$ cat src/rtl/pong_pkg.sv
// ============================================================================
// pong_pkg : shared state encoding and the clamped period helper
// Rev 1.0
// ============================================================================
`default_nettype none

package pong_pkg;

  typedef enum logic [2:0] {
    ST_IDLE   = 3'd0,
    ST_MOVE_L = 3'd1,
    ST_MOVE_R = 3'd2,
    ST_POINT  = 3'd3,
    ST_OVER   = 3'd4
  } state_t;

  // Compare before subtracting so the period can never wrap below the floor.
  function automatic logic [31:0] next_period(input logic [31:0] period,
                                              input logic [31:0] dec,
                                              input logic [31:0] min_p);
    if ((period <= min_p) || ((period - min_p) < dec)) return min_p;
    return period - dec;
  endfunction

endpackage

`default_nettype wire

$ cat src/rtl/pong_match_if.sv
// ============================================================================
// pong_match_if : button inputs and game/display outputs of pong_match
// Rev 1.0
// ============================================================================
`default_nettype none

interface pong_match_if #(
  parameter int POS_W   = 4,
  parameter int SCORE_W = 4
);
  logic               p1;
  logic               p2;
  logic               serve_sel;
  logic               to_idle;
  logic [2:0]         state;
  logic [POS_W-1:0]   pos;
  logic [SCORE_W-1:0] score1;
  logic [SCORE_W-1:0] score2;
  logic               point1;
  logic               point2;
  logic               win1;
  logic               win2;
  logic               err;

  modport master (
    output p1, p2, serve_sel, to_idle,
    input  state, pos, score1, score2, point1, point2, win1, win2, err
  );

  modport slave (
    input  p1, p2, serve_sel, to_idle,
    output state, pos, score1, score2, point1, point2, win1, win2, err
  );
endinterface

`default_nettype wire

$ cat src/rtl/pong_btn_cond.sv
// ============================================================================
// pong_btn_cond : 2-flop synchroniser followed by a registered rising edge
// Rev 1.0
// ============================================================================
`default_nettype none

module pong_btn_cond (
  input  wire logic clk,
  input  wire logic reset,
  input  wire logic i_btn,
  output logic      o_pedge
);
  logic r_s1;
  logic r_s2;
  logic r_s3;
  logic r_pedge;

  // Pipeline resets to "pressed" so a button held through reset yields no edge.
  always_ff @(posedge clk or posedge reset) begin
    if (reset) begin
      r_s1    <= 1'b1;
      r_s2    <= 1'b1;
      r_s3    <= 1'b1;
      r_pedge <= 1'b0;
    end else begin
      r_s1    <= i_btn;
      r_s2    <= r_s1;
      r_s3    <= r_s2;
      r_pedge <= r_s2 & ~r_s3;
    end
  end

  assign o_pedge = r_pedge;
endmodule

`default_nettype wire

$ cat src/rtl/pong_match.sv
// ============================================================================
// pong_match : two-player LED ping-pong rally, scoring and match control
// Rev 1.0
// ============================================================================
`default_nettype none

module pong_match
  import pong_pkg::*;
#(
  parameter int NPOS      = 8,
  parameter int POS_W     = 4,
  parameter int TICK0     = 819,
  parameter int TICK_DEC  = 102,
  parameter int TICK_MIN  = 205,
  parameter int HIT_ZONE  = 2,
  parameter int SCORE_W   = 4,
  parameter int WIN_SCORE = 7
) (
  input wire logic    clk,
  input wire logic    reset,
  pong_match_if.slave bus
);
  localparam int CNT_W = $clog2(TICK0 + 1);

  localparam logic [POS_W-1:0]   c_pos_max = POS_W'(NPOS);
  localparam logic [POS_W-1:0]   c_pos_min = POS_W'(1);
  localparam logic [POS_W-1:0]   c_zone_r  = POS_W'(NPOS - HIT_ZONE + 1);
  localparam logic [POS_W-1:0]   c_zone_l  = POS_W'(HIT_ZONE);
  localparam logic [CNT_W-1:0]   c_tick0   = CNT_W'(TICK0);
  localparam logic [SCORE_W-1:0] c_win     = SCORE_W'(WIN_SCORE);

  logic w_pedge1;
  logic w_pedge2;

  pong_btn_cond u_btn1 (.clk(clk), .reset(reset), .i_btn(bus.p1), .o_pedge(w_pedge1));
  pong_btn_cond u_btn2 (.clk(clk), .reset(reset), .i_btn(bus.p2), .o_pedge(w_pedge2));

  state_t             r_state,  w_state;
  logic [POS_W-1:0]   r_pos,    w_pos;
  logic [CNT_W-1:0]   r_cnt,    w_cnt;
  logic [CNT_W-1:0]   r_period, w_period;
  logic [SCORE_W-1:0] r_score1, w_score1;
  logic [SCORE_W-1:0] r_score2, w_score2;
  logic               r_point1, w_point1;
  logic               r_point2, w_point2;
  logic               r_win1,   w_win1;
  logic               r_win2,   w_win2;
  logic               r_err,    w_err;
  logic               w_step;
  logic               w_award1;
  logic               w_award2;
  logic [CNT_W-1:0]   w_faster;

  assign w_step   = (r_cnt == (r_period - CNT_W'(1)));
  assign w_faster = CNT_W'(next_period(32'(r_period), 32'(TICK_DEC), 32'(TICK_MIN)));

  always_comb begin
    w_state  = r_state;
    w_pos    = r_pos;
    w_cnt    = r_cnt;
    w_period = r_period;
    w_score1 = r_score1;
    w_score2 = r_score2;
    w_point1 = 1'b0;
    w_point2 = 1'b0;
    w_win1   = r_win1;
    w_win2   = r_win2;
    w_err    = 1'b0;
    w_award1 = 1'b0;
    w_award2 = 1'b0;

    case (r_state)
      ST_IDLE: begin
        if (!bus.serve_sel) begin
          if (w_pedge1) begin
            w_pos    = c_pos_min;
            w_cnt    = '0;
            w_period = c_tick0;
            w_state  = ST_MOVE_R;
          end
          w_err = w_pedge2;
        end else begin
          if (w_pedge2) begin
            w_pos    = c_pos_max;
            w_cnt    = '0;
            w_period = c_tick0;
            w_state  = ST_MOVE_L;
          end
          w_err = w_pedge1;
        end
      end
      ST_MOVE_R: begin
        if (w_pedge2) begin
          if (r_pos >= c_zone_r) begin
            w_state  = ST_MOVE_L;
            w_cnt    = '0;
            w_period = w_faster;
          end else begin
            w_award1 = 1'b1;
          end
        end else if (w_step) begin
          w_cnt = '0;
          if (r_pos == c_pos_max) w_award1 = 1'b1;
          else                    w_pos    = r_pos + POS_W'(1);
        end else begin
          w_cnt = r_cnt + CNT_W'(1);
        end
      end
      ST_MOVE_L: begin
        if (w_pedge1) begin
          if (r_pos <= c_zone_l) begin
            w_state  = ST_MOVE_R;
            w_cnt    = '0;
            w_period = w_faster;
          end else begin
            w_award2 = 1'b1;
          end
        end else if (w_step) begin
          w_cnt = '0;
          if (r_pos == c_pos_min) w_award2 = 1'b1;
          else                    w_pos    = r_pos - POS_W'(1);
        end else begin
          w_cnt = r_cnt + CNT_W'(1);
        end
      end
      ST_POINT: begin
        if (bus.to_idle) begin
          w_state  = ST_IDLE;
          w_period = c_tick0;
        end
      end
      ST_OVER: begin
        if (bus.to_idle) begin
          w_state  = ST_IDLE;
          w_period = c_tick0;
          w_pos    = '0;
          w_score1 = '0;
          w_score2 = '0;
          w_win1   = 1'b0;
          w_win2   = 1'b0;
        end
      end
      default: w_state = ST_IDLE;
    endcase

    // A point ends the rally; reaching the winning total ends the match.
    if (w_award1) begin
      w_cnt    = '0;
      w_score1 = r_score1 + SCORE_W'(1);
      w_point1 = 1'b1;
      if (w_score1 == c_win) begin
        w_state = ST_OVER;
        w_win1  = 1'b1;
      end else begin
        w_state = ST_POINT;
      end
    end
    if (w_award2) begin
      w_cnt    = '0;
      w_score2 = r_score2 + SCORE_W'(1);
      w_point2 = 1'b1;
      if (w_score2 == c_win) begin
        w_state = ST_OVER;
        w_win2  = 1'b1;
      end else begin
        w_state = ST_POINT;
      end
    end
  end

  always_ff @(posedge clk or posedge reset) begin
    if (reset) begin
      r_state  <= ST_IDLE;
      r_pos    <= '0;
      r_cnt    <= '0;
      r_period <= c_tick0;
      r_score1 <= '0;
      r_score2 <= '0;
      r_point1 <= 1'b0;
      r_point2 <= 1'b0;
      r_win1   <= 1'b0;
      r_win2   <= 1'b0;
      r_err    <= 1'b0;
    end else begin
      r_state  <= w_state;
      r_pos    <= w_pos;
      r_cnt    <= w_cnt;
      r_period <= w_period;
      r_score1 <= w_score1;
      r_score2 <= w_score2;
      r_point1 <= w_point1;
      r_point2 <= w_point2;
      r_win1   <= w_win1;
      r_win2   <= w_win2;
      r_err    <= w_err;
    end
  end

  assign bus.state  = r_state;
  assign bus.pos    = r_pos;
  assign bus.score1 = r_score1;
  assign bus.score2 = r_score2;
  assign bus.point1 = r_point1;
  assign bus.point2 = r_point2;
  assign bus.win1   = r_win1;
  assign bus.win2   = r_win2;
  assign bus.err    = r_err;
endmodule

`default_nettype wire

$ cat src/flat_wrapper.sv
// flat-port wrapper written by rule: the top's interface ports become plain ports
module pong_match_flat import pong_pkg::*;
#(
  parameter int NPOS      = 8,
  parameter int POS_W     = 4,
  parameter int TICK0     = 819,
  parameter int TICK_DEC  = 102,
  parameter int TICK_MIN  = 205,
  parameter int HIT_ZONE  = 2,
  parameter int SCORE_W   = 4,
  parameter int WIN_SCORE = 7
)
  (clk, reset, bus_p1, bus_p2, bus_serve_sel, bus_to_idle, bus_state, bus_pos, bus_score1, bus_score2, bus_point1, bus_point2, bus_win1, bus_win2, bus_err);
  pong_match_if #(.POS_W(POS_W), .SCORE_W(SCORE_W)) bus_i ();
  input wire logic clk;
  input wire logic reset;
  input wire logic [$bits(bus_i.p1)-1:0] bus_p1;
  input wire logic [$bits(bus_i.p2)-1:0] bus_p2;
  input wire logic [$bits(bus_i.serve_sel)-1:0] bus_serve_sel;
  input wire logic [$bits(bus_i.to_idle)-1:0] bus_to_idle;
  output wire logic [$bits(bus_i.state)-1:0] bus_state;
  output wire logic [$bits(bus_i.pos)-1:0] bus_pos;
  output wire logic [$bits(bus_i.score1)-1:0] bus_score1;
  output wire logic [$bits(bus_i.score2)-1:0] bus_score2;
  output wire logic [$bits(bus_i.point1)-1:0] bus_point1;
  output wire logic [$bits(bus_i.point2)-1:0] bus_point2;
  output wire logic [$bits(bus_i.win1)-1:0] bus_win1;
  output wire logic [$bits(bus_i.win2)-1:0] bus_win2;
  output wire logic [$bits(bus_i.err)-1:0] bus_err;
  assign bus_i.p1 = bus_p1;
  assign bus_i.p2 = bus_p2;
  assign bus_i.serve_sel = bus_serve_sel;
  assign bus_i.to_idle = bus_to_idle;
  assign bus_state = bus_i.state;
  assign bus_pos = bus_i.pos;
  assign bus_score1 = bus_i.score1;
  assign bus_score2 = bus_i.score2;
  assign bus_point1 = bus_i.point1;
  assign bus_point2 = bus_i.point2;
  assign bus_win1 = bus_i.win1;
  assign bus_win2 = bus_i.win2;
  assign bus_err = bus_i.err;
  pong_match #(.NPOS(NPOS), .POS_W(POS_W), .TICK0(TICK0), .TICK_DEC(TICK_DEC), .TICK_MIN(TICK_MIN), .HIT_ZONE(HIT_ZONE), .SCORE_W(SCORE_W), .WIN_SCORE(WIN_SCORE)) u_core (.clk(clk), .reset(reset), .bus(bus_i));
endmodule
$ cat config.mk
export PLATFORM = sky130hd
export DESIGN_NAME = pong_match_flat
export DESIGN_NICKNAME = d
export VERILOG_FILES = /design/src/rtl/pong_pkg.sv /design/src/rtl/pong_match_if.sv /design/src/rtl/pong_btn_cond.sv /design/src/rtl/pong_match.sv /design/src/flat_wrapper.sv
export SDC_FILE = /design/constraint.sdc
export NUM_CORES = 1
export LEC_CHECK = 0
export BUFFER_PORTS_ARGS = -buffer_cell sky130_fd_sc_hd__buf_2
export CORE_UTILIZATION = 25
export CTS_CLUSTER_DIAMETER = 40
export DETAILED_ROUTE_END_ITERATION = 16
export SYNTH_ARGS = -nofsm -noshare
export SYNTH_HDL_FRONTEND = slang
export SYNTH_HIERARCHICAL = 1
export SYNTH_SLANG_ARGS = --single-unit
$ cat constraint.sdc
create_clock -name clk -period 3.1 [get_ports clk]
set_input_delay 0.62 -clock clk [delete_from_list [all_inputs] [get_ports clk]]
set_output_delay 0.62 -clock clk [all_outputs]
set_load 0.005 [all_outputs]
## Word level (Yosys, flattened, before mapping)

Cells that the tools add are included.

- Add/sub/neg operators: 8
- Order comparisons: 4
- Equal/unequal tests: 32
- Mux-type cells: 72
- Bitwise gates (word level): 4
- Reductions and logical operators: 16

Operator list:

| kind | number |
|---|---|
| 10-bit 2-to-1 mux | 20 |
| 4-bit 2-to-1 mux | 13 |
| 10-bit one-hot mux with 4 select lines | 1 |
| 3-bit 2-to-1 mux | 12 |
| 32-bit by 7-bit < comparator with 1-bit output (second input constant) | 1 |
| 10-bit one-hot mux with 3 select lines | 1 |
| 1-bit 2-to-1 mux | 23 |
| 4-bit one-hot mux with 4 select lines | 1 |
| 2-bit inequality test (second input constant) | 7 |
| 4-bit by 1-bit adder with 4-bit output (second input constant) | 3 |
| 4-bit by 1-bit inequality test with 1-bit output (second input constant) | 3 |
| 3-bit one-hot mux with 4 select lines | 1 |
| 10-bit by 8-bit subtractor with 11-bit output (second input constant) | 1 |
| 10-bit by 1-bit adder with 10-bit output (second input constant) | 1 |
| 10-bit == test | 1 |
| 10-bit by 8-bit less-or-equal comparator with 1-bit output (second input constant) | 1 |
| 2-bit by 1-bit inequality test with 1-bit output (second input constant) | 5 |
| 5-bit by 2-bit inequality test with 1-bit output (second input constant) | 2 |
| 5-bit by 3-bit inequality test with 1-bit output (second input constant) | 2 |
| 10-bit AND reduction | 1 |
| 10-bit by 1-bit subtractor with 10-bit output (second input constant) | 1 |
| 10-bit by 7-bit subtractor with 10-bit output (second input constant) | 1 |
| 4-bit by 3-bit == test with 1-bit output (second input constant) | 2 |
| 4-bit by 2-bit inequality test with 1-bit output (second input constant) | 2 |
| 21 further kinds | 30 |

- Flip-flop bits (word level): 48
- Bits of input ports: 6
- Output and inout port bits: 20
- Word-level logic and storage cells: 155

## Depth between registers and ports, before layout

- Depth after elaboration: 8
- Depth in mapped cells: 12
- Depth with buffers taken out: 10

## Hierarchy

Netlist, hierarchy kept.

Modules (own cells, without submodules):

| module | times used | cells each | area an instance (µm²) | seq. area each (µm²) |
|---|---|---|---|---|
| pong_match | 1 | 394 | 3276.9 | 1008.5 |
| pong_btn_cond | 2 | 6 | 121.4 | 103.8 |

## Worst setup path after synthesis

Ideal clock, no wire load.

- Path kind: reg-to-reg
- From: reg u_core.r_period[1]
- To: reg u_core.r_score1[2], in the netlist u_core/bus.score1[2]
- Setup time: 128 ps
- Arrival: 2373 ps
- Data required time: 2972 ps
- Setup slack: 599 ps
- Stages on the path, launching flop included: 12
- Buffers on the path: 2
- Clock period less this slack: 2501 ps
- Cells stage by stage: dfstp_2 > inv_1 > ha_1 > o21ba_1 > a221oi_2 > a31oi_1 > nor4_2 > buf_4 > a31o_4 > buf_6 > nand2_1 > mux2i_1

- Cells in the longest elaborated chain, start to end: 7
- Elaborated cells on any way between the ends: 9
- Classes of those cells: add/sub (1); eq/ne (1); mux (4); reduce/logical (3)

Ends and longest elaborated chain:

| what | RTL line | source |
|---|---|---|
| start, declared | pong_match.sv:41 | `logic [CNT_W-1:0] r_period, w_period;` |
| start signal, assigned | pong_match.sv:176 | `r_period <= c_tick0;` |
| start signal, assigned | pong_match.sv:188 | `r_period <= w_period;` |
| 10-bit by 1-bit subtractor with 10-bit output * | pong_match.sv:54 | `assign w_step = (r_cnt == (r_period - CNT_W'(1)));` |
| 10-bit == test * | pong_match.sv:54 |  |
| 1-bit 2-to-1 mux * | pong_match.sv:101 | `end else if (w_step) begin` |
| 1-bit 2-to-1 mux * | pong_match.sv:93 | `if (w_pedge2) begin` |
| 1-bit 2-to-1 mux * | pong_match.sv:72 | `case (r_state)` |
| via u_core.w_award1 | pong_match.sv:50 | `logic w_award1;` |
| 2-bit nonzero test (no line) | -- |  |
| 2-bit AND reduction (no line) | -- |  |
| end signal, assigned | pong_match.sv:189 | `r_score1 <= w_score1;` |
| end, declared | pong_match.sv:42 | `logic [SCORE_W-1:0] r_score1, w_score1;` |

Mark *: on every way through the listed nets, which the timed path passes. The rest lies on a longest branch.
A chain may end at the register's enable or synchronous reset.

## Worst setup path after layout

- From: reg u_core.r_period[2]
- To: reg u_core.r_pos[1], in the netlist u_core/bus.pos[1]

- Cells in the longest elaborated chain, start to end: 4
- Elaborated cells on any way between the ends: 5
- Classes of those cells: add/sub (1); eq/ne (3); reduce/logical (1)

Ends and longest elaborated chain:

| what | RTL line | source |
|---|---|---|
| 10-bit by 1-bit subtractor with 10-bit output * | pong_match.sv:54 |  |
| 10-bit == test * | pong_match.sv:54 |  |
| 2-bit by 1-bit inequality test with 1-bit output (no line) | -- |  |
| 10-bit AND reduction (no line) * | -- |  |
| end signal, assigned | pong_match.sv:186 | `r_pos <= w_pos;` |
| end, declared | pong_match.sv:39 | `logic [POS_W-1:0] r_pos, w_pos;` |

Mark *: on every way between the ends. The rest lies on a longest branch, timed or not.

==> summary.md <==
| Metric | Value |
|---|---|
| Via Count | 3088 |
| Slew HR | 50.1% |
| Final setup skew | 0.00463 ns |
| Clock Root Buffer | clkbuf_16 |
| Main synth FF type | dfrtp_1 |
| Largest net degree at the start of global routing | between 40 and 50 |
| Vias in the first global route | about 2800 |
| Critical Path Start | u_core/r_period[2] |
| Port Buf Inserts | 25 |
| Initial DRC count | 217 |
| P&R area growth vs syn | 12.2% |
| Die height | ~120 µm |
| H-tree Lvls | 2 |
| Crit path max-delay cell type | dfrtp_1 |
| Fraction of layout cells with a size suffix above 1 | between 10% and 20% |
| Die area | 14600 µm² |
| Post-Syn Nets | around 430 |
| Hold crit path type | in -> async |
| Ys async rst share | between 90% and 100% |
| # IOs | 26 |
| Crit path buf inv count | 2 |
| Worst Path Arrival | ~3 ns |
| Core area | 13500 µm² |
| First-pass GRT wire length | ~14 mm |
| Slowest Stage Delay on Critical Path | 0.56 ns |
| FF/Latch Area | 1220 µm² |
| Critical Path Sink Type | register |
| Worst reg2reg endpoint | u_core/bus.pos[1] |
| FMAX | around 350 MHz |
| Pwr dens | between 900 and 1000 nW/µm² |
| Die W | about 120 µm |
| Final #Nets | ~440 |
| DRC Markers | 0 |
| Yosys warns | 6 |
| Clk_lat worst skew | slightly below 0.3 ns |
| WS Path Type | reg -> reg |
| Final Worst Setup Slack | 0.267 ns |
| Final period utilization | about nine tenths |
| MaxCap Viol Count | 0 |
| Leak | between 1.5 and 2 nW |
| Status | complete, no violations |
| Antenna viol nets, final | 0 |
| CTS sink cnt | 48 |
| Hold-fix buffers, CTS | 0 |
| Initial antenna violation count | 0 |
| Total congestion overflow | 0 |
| VDD IR max | ~0.4 mV |
| Syn_area_per_cell | 8.67 µm² |
| Worst reg2reg path depth | 10 |
| Element type at the critical path start | register |
| Post-synth EDFFs | 0 |
| Mapped cell area | 3520 µm² |
| Most frequent cells in the layout | nand2_1 (39), dfrtp_1 (36), a21oi_1 (32) |
| TritonCTS Buffers | 5 |
| Max Root-Sink Buffers | 2 |
| CP required | between 3 and 4 ns |
| Setup Slack @ Placement | 0.259 ns |
| Synthesized flop and latch total | 48 |
| Clock-pin slew on the worst setup and hold paths | 0.07 ns |
| Multi-input logic area | ~2100 µm² |
| Fin Hold WS | around 0.22 ns |
| Setup bufs post-CTS | 0 |
| Inserted Diodes | 0 |
| Worst r2r src | u_core/r_period[2] |
| Final Hold Vio Count | 0 |
| Measured slew at the worst slew-check pin | around 0.75 ns |
| Distinct cell type count after synthesis | 68 |
| Syn Inst Count | about 400 |
| Final setup fails | 0 |
| Global Route Usage Sum | between 10% and 20% |
| Fin. max-slew vios | 0 |
| Row cnt | 42 |
| Worst Path Max Fanout | 12 |
| DRT Wirelength | around 8.4 mm |
| Total of fill cells in the finished design | 1422 |
| CTS tree | done |
| HPWL Detailed | just over 6 mm |
| R2r setup slk | 0.27 ns |
| RSZ-0062 raised after global routing | no |
| WL/cell | about 14 µm |
| Post-synthesis sequential area ratio | between 30% and 40% |
| GP Congestion | 0.834 |
| Commonest non-fill, non-tap cell in the layout | nand2_1 |
| Delay-heaviest family, CP | compound AO/OA/AOI/OAI gates |
| CTS resizes | 0 |
| Critical path cell sequence | inv_1 -> ha_1 -> a21boi_2 -> nand2_1 -> a2111o_1 -> a32oi_2 -> buf_4 -> a31o_2 -> and3_1 -> mux2i_1 |
| Crit path time final | ~2.8 ns |
| DR pass1 iterations | 4 |
| Initial Util | 26.1% |
| Final TNS setup | 0 ns |
| Vias per cell | 5.18 |
==> flip-flops by register name (all words and copies together) (netlist names), 3 cells and up <==
| signal | flops |
|---|---|
| u_core/bus.state | 3 |
| u_core/bus.score1 | 4 |
| u_core/r_period | 10 |
| u_core/bus.score2 | 4 |
| u_core/r_cnt | 10 |
| u_core/bus.pos | 4 |
==> logic make-up (layout without fill, tap and decap cells) <==
group	count (synthesis)	in the layout	share of synthesized area (%)
simple gates	158	158	24.1
compound gates	118	118	23.6
flops	48	48	34.6
buf+inv	41	55	5.55
xor+xnor	17	17	4.23
fa+ha+maj	16	16	5.69
mux	8	8	2.28
==> report_power, final <==
part / internal, mW / leakage (nW) / switching [mW] / total [mW]
Sequential: 0.841 / 0.577 / 0.411 / 1.25
Combinational: 0.820 / 1.01 / 1.08 / 1.90
Clock: 0.404 / 0.0871 / 0.232 / 0.636
==> through the flow <==
step | instance area [µm²] | instances | power [mW] | utilization, %
2_1_floorplan | 3520 | 406 | 2.65 | -
5_1_grt | 3950 | 596 | 4.13 | 29.2
3_5_place_dp | 3770 | 588 | 3.14 | 27.9
3_3_place_gp | 3770 | 588 | 3.07 | 27.9
6_report | 3950 | 596 | 3.78 | 29.2
4_1_cts | 3950 | 596 | 3.80 | 29.2
==> layer usage <==
metal / share of wire, % / vias up / track usage, %
li1: - / 1503 / -
met4: 1.2 / 0 / 3.40
met5: 0 / - / 0
met1: 47 / 1501 / 15.8
met2: 49 / 74 / 19.7
met3: 3.2 / 10 / 1.27
==> synth_stat cells (3+ instances only) <==
cell type	n	area (µm²)
nand2_1	39	146
dfrtp_1	36	901
a21oi_1	32	160
nor2_1	27	101
nand3_1	26	130
o21ai_0	20	100
ha_1	16	200
inv_1	16	60.1
dfstp_2	12	315
clkbuf_1	10	37.5
nor3_1	10	50.1
and3_1	9	56.3
buf_2	9	45.0
xnor2_1	9	78.8
mux2i_1	8	80.1
xor2_1	8	70.1
a211oi_1	7	52.6
nand3b_1	7	52.6
a31oi_1	6	37.5
nand2b_1	6	37.5
nand4_1	6	37.5
o22a_1	6	52.6
and2_1	5	31.3
o22ai_1	5	31.3
nor3b_1	4	30.0
a21boi_0	3	22.5
buf_6	3	33.8
or2_2	3	18.8
or3_1	3	18.8
==> layout make-up <==
cell class | instances | area share, %
clock buffer | 6 | 3.52
tap | 176 | 5.58
sequential | 48 | 30.8
clock inverter | 2 | 0.982
multi-input combinational | 317 | 53.4
inverter | 17 | 1.62
timing repair buffer | 30 | 4.12
==> worst max-delay path by stage <==
stage / to / slack, ns / cells after the start
after floorplan: u_core/bus.score1[2] / 0.60 / 11
after global placement: u_core/bus.pos[3] / 0.40 / 10
after detailed placement: u_core/bus.pos[1] / 0.26 / 10
after CTS: u_core/bus.pos[1] / 0.26 / 10
after global routing: u_core/bus.pos[1] / 0.04 / 10
final: u_core/bus.pos[1] / 0.27 / 10
Note: power is estimated with default switching activity, not from simulation.
